File: src/rtl/cond_pkg.sv
// Shared types for the conditional-issue controller: condition codes, NZCV flags, FSM states.
package cond_pkg;

   typedef enum logic [3:0] {
      EQ = 4'h0, NE = 4'h1, CS = 4'h2, CC = 4'h3,
      MI = 4'h4, PL = 4'h5, VS = 4'h6, VC = 4'h7,
      HI = 4'h8, LS = 4'h9, GE = 4'hA, LT = 4'hB,
      GT = 4'hC, LE = 4'hD, AL = 4'hE, NV = 4'hF
   } cond_e;

   typedef struct packed {
      logic n;
      logic z;
      logic c;
      logic v;
   } flags_t;

   typedef enum logic {
      RUN   = 1'b0,
      FLUSH = 1'b1
   } state_e;

endpackage

File: src/rtl/cond_eval.sv
// Combinational condition-code evaluator against the NZCV flags; code 1111 never passes.
import cond_pkg::*;

module cond_eval (
   input  cond_e  cond,
   input  flags_t flags,
   output logic   condex
);

   always_comb begin
      condex = 1'b0;
      case (cond)
         EQ: condex = flags.z;
         NE: condex = ~flags.z;
         CS: condex = flags.c;
         CC: condex = ~flags.c;
         MI: condex = flags.n;
         PL: condex = ~flags.n;
         VS: condex = flags.v;
         VC: condex = ~flags.v;
         HI: condex = flags.c & ~flags.z;
         LS: condex = ~(flags.c & ~flags.z);
         GE: condex = (flags.n == flags.v);
         LT: condex = (flags.n != flags.v);
         GT: condex = ~flags.z & (flags.n == flags.v);
         LE: condex = ~(~flags.z & (flags.n == flags.v));
         AL: condex = 1'b1;
         NV: condex = 1'b0;
      endcase
   end

endmodule

File: src/rtl/cond_issue_ctrl.sv
// Issue-stage controller: owns NZCV, gates side effects by condition, tracks in-flight flag writers.
// Optional COND_UNDEF_TRAP_EN adds the undef_trap pulse for condition code 1111.
import cond_pkg::*;

module cond_issue_ctrl #(
   parameter int MAX_PEND    = 2,
   parameter int FLUSH_SLOTS = 2
) (
   input  logic       clk,
   input  logic       reset_n,
   input  logic       in_valid,
   output logic       in_ready,
   input  logic [3:0] in_cond,
   input  logic [1:0] in_flagw,
   input  logic       in_regw,
   input  logic       in_memw,
   input  logic       in_pcs,
   input  logic [3:0] alu_flags,
   input  logic       alu_flags_valid,
   output logic       ex_valid,
   output logic       ex_regw,
   output logic       ex_memw,
   output logic       ex_pcs,
   output logic [1:0] ex_flagw,
   output logic       ex_condex,
   output logic       branch_taken,
   output logic [3:0] flags
`ifdef COND_UNDEF_TRAP_EN
   ,
   output logic       undef_trap
`endif
);

   localparam int PW = $clog2(MAX_PEND + 1);
   localparam int SW = 2;

   state_e                     state_q, state_d;
   logic [PW-1:0]              pend_q, pend_d, wr_idx;
   logic [MAX_PEND-1:0][1:0]   fifo_q, fifo_d;
   logic [SW-1:0]              slots_q, slots_d;
   flags_t                     flags_q, flags_d;

   logic       ex_valid_q, ex_valid_d;
   logic       ex_regw_q, ex_regw_d;
   logic       ex_memw_q, ex_memw_d;
   logic       ex_pcs_q, ex_pcs_d;
   logic [1:0] ex_flagw_q, ex_flagw_d;
   logic       ex_condex_q, ex_condex_d;
   logic       branch_taken_q, branch_taken_d;
   logic       undef_trap_q, undef_trap_d;

   cond_e cond;
   logic  condex, xfer, pop, push;

   assign cond = cond_e'(in_cond);
   assign pop  = alu_flags_valid && (pend_q != '0);
   assign push = (ex_flagw_d != 2'b00);

   cond_eval u_eval (
      .cond   (cond),
      .flags  (flags_q),
      .condex (condex)
   );

   // State register
   always_ff @(posedge clk or negedge reset_n) begin
      if (!reset_n) begin
         state_q <= RUN;
         slots_q <= '0;
      end else begin
         state_q <= state_d;
         slots_q <= slots_d;
      end
   end

   // Next state
   always_comb begin
      state_d = state_q;
      slots_d = slots_q;
      case (state_q)
         RUN: begin
            if (branch_taken_d) begin
               state_d = FLUSH;
               slots_d = SW'(FLUSH_SLOTS);
            end
         end
         FLUSH: begin
            if (xfer) begin
               slots_d = slots_q - SW'(1);
               if (slots_q == SW'(1)) state_d = RUN;
            end
         end
         default: state_d = RUN;
      endcase
   end

   // Outputs: handshake and next-cycle execute controls
   always_comb begin
      in_ready       = 1'b1;
      ex_valid_d     = 1'b0;
      ex_regw_d      = 1'b0;
      ex_memw_d      = 1'b0;
      ex_pcs_d       = 1'b0;
      ex_flagw_d     = 2'b00;
      ex_condex_d    = 1'b0;
      branch_taken_d = 1'b0;
      undef_trap_d   = 1'b0;
      if (state_q == RUN) begin
         // No flag forwarding: a conditional waits for every pending writer to retire.
         in_ready = !((in_valid && cond != AL && pend_q != '0) ||
                      (in_flagw != 2'b00 && pend_q == PW'(MAX_PEND) && !pop));
      end
      xfer = in_valid && in_ready;
      if (xfer && state_q == RUN) begin
         ex_valid_d     = 1'b1;
         ex_regw_d      = in_regw & condex;
         ex_memw_d      = in_memw & condex;
         ex_pcs_d       = in_pcs & condex;
         ex_flagw_d     = in_flagw & {2{condex}};
         ex_condex_d    = condex;
         branch_taken_d = in_pcs & condex;
         undef_trap_d   = (cond == NV);
      end
   end

   // Flag-mask FIFO (index 0 is oldest) and architectural flags
   always_comb begin
      pend_d  = pend_q + PW'(push) - PW'(pop);
      fifo_d  = fifo_q;
      flags_d = flags_q;
      wr_idx  = pop ? pend_q - PW'(1) : pend_q;
      if (pop) begin
         if (fifo_q[0][1]) {flags_d.n, flags_d.z} = alu_flags[3:2];
         if (fifo_q[0][0]) {flags_d.c, flags_d.v} = alu_flags[1:0];
         for (int i = 0; i < MAX_PEND - 1; i++) fifo_d[i] = fifo_q[i+1];
         fifo_d[MAX_PEND-1] = 2'b00;
      end
      if (push) begin
         for (int i = 0; i < MAX_PEND; i++)
            if (PW'(i) == wr_idx) fifo_d[i] = ex_flagw_d;
      end
   end

   always_ff @(posedge clk or negedge reset_n) begin
      if (!reset_n) begin
         pend_q         <= '0;
         fifo_q         <= '0;
         flags_q        <= '0;
         ex_valid_q     <= 1'b0;
         ex_regw_q      <= 1'b0;
         ex_memw_q      <= 1'b0;
         ex_pcs_q       <= 1'b0;
         ex_flagw_q     <= 2'b00;
         ex_condex_q    <= 1'b0;
         branch_taken_q <= 1'b0;
         undef_trap_q   <= 1'b0;
      end else begin
         pend_q         <= pend_d;
         fifo_q         <= fifo_d;
         flags_q        <= flags_d;
         ex_valid_q     <= ex_valid_d;
         ex_regw_q      <= ex_regw_d;
         ex_memw_q      <= ex_memw_d;
         ex_pcs_q       <= ex_pcs_d;
         ex_flagw_q     <= ex_flagw_d;
         ex_condex_q    <= ex_condex_d;
         branch_taken_q <= branch_taken_d;
         undef_trap_q   <= undef_trap_d;
      end
   end

   assign ex_valid     = ex_valid_q;
   assign ex_regw      = ex_regw_q;
   assign ex_memw      = ex_memw_q;
   assign ex_pcs       = ex_pcs_q;
   assign ex_flagw     = ex_flagw_q;
   assign ex_condex    = ex_condex_q;
   assign branch_taken = branch_taken_q;
   assign flags        = flags_q;

`ifdef COND_UNDEF_TRAP_EN
   assign undef_trap = undef_trap_q;
`else
   logic unused_undef;
   assign unused_undef = undef_trap_q;
`endif

endmodule

File: config.mk
export PLATFORM = sky130hd
export DESIGN_NAME = cond_issue_ctrl
export DESIGN_NICKNAME = d
export VERILOG_FILES = /design/src/rtl/cond_pkg.sv /design/src/rtl/cond_eval.sv /design/src/rtl/cond_issue_ctrl.sv
export SDC_FILE = /design/constraint.sdc
export NUM_CORES = 1
export LEC_CHECK = 0
export CORE_ASPECT_RATIO = 0.8
export CORE_MARGIN = 4
export CORE_UTILIZATION = 50
export CTS_CLUSTER_DIAMETER = 100
export DETAILED_ROUTE_END_ITERATION = 10
export DONT_BUFFER_PORTS = 1
export HOLD_SLACK_MARGIN = 0.15
export PLACE_DENSITY = 0.72
export SLEW_MARGIN = 20
export SYNTH_ARGS = -nofsm -noshare
export SYNTH_HDL_FRONTEND = slang
export SYNTH_HIERARCHICAL = 1
export SYNTH_SLANG_ARGS = --single-unit
File: constraint.sdc
create_clock -name clk -period 3.07 [get_ports clk]
set_input_delay 0.307 -clock clk [delete_from_list [all_inputs] [get_ports clk]]
set_output_delay 0.307 -clock clk [all_outputs]
set_load 0.05 [all_outputs]
==> parameters.txt <==
Parameter                              Value

Setup path
  Critical path peak fanout    5
  Combined buffer and inverter count along the critical path    2
  Worst path required time    approximately 3.3 ns
  R2R cell count    13
  Maximum cell stage delay along the critical path    roughly 0.43 ns
  Arrival time at the worst endpoint    between 2 and 3 ns
  Start-to-end type of the worst setup path    reg2reg
  Element type at the critical path end    flip-flop
  Flop-to-flop setup slack    about 0.38 ns
  Launching element type of the critical path    flip-flop
  Number of cells on the critical path    13
  Most repeated library cell on the critical path    xnor2_1
  End point of the critical path    pend_q[1]$_DFF_PN0_
  Worst reg2reg endpoint    pend_q[1]$_DFF_PN0_
  Crit-path slowest cell    dfrtp_1
  Beginning of the worst register-to-register path    flags[0]$_DFFE_PN0P_
  Cell Chain, Critical Path    or2_2 -> a21oi_1 -> nand2_1 -> xnor2_1 -> a211oi_1 -> buf_4 -> and3_1 -> nand2_1 -> ha_1 -> inv_1 -> ha_1 -> xnor2_1 -> xnor2_1
  Launch point of the critical path    flags[0]$_DFFE_PN0P_
  Top cell family by delay on the critical path    simple AND/OR/NAND/NOR gates

Drt
  Routed wire length    2.14 mm
  Number of detailed-route iterations in the first pass    4
  Number of remaining DRC errors    0
  Remaining antenna violation count    0
  Number of DRC markers after the initial detailed-route iteration    33
  Total number of vias    between 800 and 900
  Detailed-route vias per instance    just under 6
  Post-DR wirelength/cell    roughly 15 um

Floorplanning
  Chip Height    around 51 um
  Width of the die    ~60 um
  Area inside the core boundary    between 2000 and 2500 um2
  Count of standard-cell rows    15
  Die area    approximately 3200 um2
  Initial Util    a little over half
  Top-level I/O count    30

Clock network
  Clock Tree Buf Depth    2
  TritonCTS clock tree    done
  Count of instances resized after the clock tree is built    0
  CTS root buffer    clkbuf_4
  Total setup buffers inserted after CTS    0
  H-Tree Depth    1
  Clock tree sinks    20
  Clock transition at the register clock pins on the worst setup and hold paths after CTS    ~0.1 ns
  Number of clock buffers inserted by TritonCTS    3
  Worst-skew pair later-pin latency    approximately 0.29 ns

Layout
  N_diodes    0
  # nets final    146
  Fraction of final layout cells sized beyond drive strength 1    about 16%
  Post-synthesis to final-layout area growth    9.62%
  Final standard cell utilization of the core    roughly three fifths

Yosys
  Post-synth EDFFs    0
  Simple logic cell fraction of the synthesized area    about 23%
  Warnings from Yosys    6
  Compound-gate portion of the synthesized area    13.4%
  Synth Area in Adders    under 10%
  Synthesis-stage register bit count    20
  Dominant combinational cell family by area after synthesis    simple AND/OR/NAND/NOR gates
  Synth cell types    43
  Synth Area per Inst    10.2 um2
  Async SR Flop Fraction    100%
  Synthesized Nets    approximately 140
  Post-synthesis mux area share    6.49%
  Sequential share of the synthesized area    43.2%
  Instance count of the mapped netlist    roughly 110
  Netlist area before placement    1160 um2
  Main flop type after synthesis    dfrtp_1
  Synth Area in XOR/XNOR    slightly above 3%

Worst hold path
  WHS Path Cells    1
  Classification of the worst-slack hold path    in2reg

STA
  Maximum clock frequency    372 MHz
  Final critical path time including I/O delays and setup    roughly 2.7 ns
  Final setup TNS    0 ns
  Ratio of final minimum period to clock period    87.5%
  Max Clock Skew    approximately 0.0051 ns
  Final-report hold violation count    0
  Hold Slack    0.159 ns
  Final setup violation count    0
  Number of slew-limit violations in the final report    0
  Slew at the pin closest to its max-slew limit    between 0.8 and 0.9 ns
  Relative slew slack    around two fifths
  Setup repair after global routing missed its margin    no

Global route
  Total congestion overflow    0
  Number of global-route vias before repair    773
  Global-route wire length before repair    approximately 3.6 mm
  Total routing resource utilization after global routing    about 15%
  Maximum number of pins on one net before global-route repair    21
  Initial antenna violation count    0

Status
  Status    finished clean

Pwr
  Total power divided by cell area    around 940 nW/um2
  Worst IR Drop VDD    about 0.00063 V
  Leakage dissipation    0.000581 uW

Place
  # port buffers    0
  RD Place Congestion    ~0.77
  Estimated wirelength of the detail-placed design    1.68 mm

Flow run
  Max-cap check violation count    0
==> cell families (layout without fill, tap and decap cells) <==
logic type,count (synthesis),in the layout
AND/OR/NAND/NOR,43,43
flip-flops,20,20
buffers and inverters,12,21
AO/OA/AOI/OAI,22,22
multiplexers,7,7
adder cells (fa/ha/maj),5,5
XOR/XNOR,4,4
==> final cells by class <==
class	count	area, um2
fillers	200	908
multi-input cells	81	591
flip-flops and latches	20	500
clock buffers	3	22.5
inverters	7	26.3
well taps	25	31.3
repair buffers	11	97.6
==> metal layers <==
metal | wire length (um) | up-vias | GRT usage [%]
met5 | 0 | - | 0
met4 | 21 | 0 | 4.59
met3 | 119 | 2 | 4.55
met2 | 991 | 31 | 22.8
met1 | 1010 | 410 | 21.4
li1 | - | 429 | -
==> registers in the layout, summed over array words and instances, names as in the netlist <==
register,count
fifo_q,4
ex_valid,1
flags,4
state_q,1
slots_q,2
pend_q,2
ex_regw,1
ex_condex,1
branch_taken,1
ex_flagw,2
ex_memw,1
==> where the power goes <==
group | leakage, uW | switching, uW | total, uW | internal, uW
sequential | 0.000261 | 135 | 489 | 354
clock | 0.0000138 | 69.7 | 115 | 45.6
combinational | 0.000306 | 341 | 592 | 251
==> timing repair <==
item                                    CTS  global route
hold buffers                              4             2
hold endpoints to repair                 23             2
endpoints found under the setup margin    0             0
==> per-stage QoR <==
stage / std cells / total power (uW) / area (um2) / setup slack [ns]
2_1_floorplan: 113 / 963 / 1160 / 0.248
6_report: 147 / 1200 / 1270 / 0.384
5_1_grt: 147 / 1300 / 1270 / 0.138
3_3_place_gp: 138 / 1060 / 1190 / 0.478
3_5_place_dp: 138 / 1080 / 1190 / 0.383
4_1_cts: 145 / 1210 / 1250 / 0.357
==> worst min path at each step <==
stage / start / slack, ns / endpoint
detailed placement: reset_n / 0.01 / ex_valid$_DFF_PN0_
global placement: reset_n / 0.01 / ex_valid$_DFF_PN0_
finish: alu_flags[2] / 0.16 / flags[2]$_DFFE_PN0P_
CTS: alu_flags[3] / 0.15 / flags[3]$_DFFE_PN0P_
global route: alu_flags[0] / 0.15 / flags[0]$_DFFE_PN0P_
floorplan: reset_n / 0.01 / branch_taken$_DFF_PN0_
==> synthesized netlist by cell type (all sizes together) (3+ instances only) <==
master	n	area [um2]
dfrtp	20	500
nand2	9	33.8
inv	7	26.3
buf	5	40.0
ha	5	62.6
nand3	5	25.0
nor2	5	18.8
mux2	4	45.0
nor3	4	20.0
xnor2	4	35.0
a21oi	3	15.0
a31oi	3	18.8
and2	3	18.8
mux2i	3	30.0
o21ai	3	15.0
==> cell usage in the layout (no fill, tap or decap), types with 2 or more instances in the layout <==
cell,count
dfrtp_1,20
nand2_1,9
inv_1,7
dlygate4sd3_1,6
nor2_1,5
nand3_1,5
ha_1,5
buf_4,5
nor3_1,4
xnor2_1,4
mux2_2,4
and2_1,3
mux2i_1,3
a31oi_1,3
clkbuf_4,3
a21oi_1,3
nand4b_1,2
o21bai_1,2
o21ai_0,2
a31o_1,2
nor4b_1,2
a211oi_1,2
(Power assumes the default switching activity.)
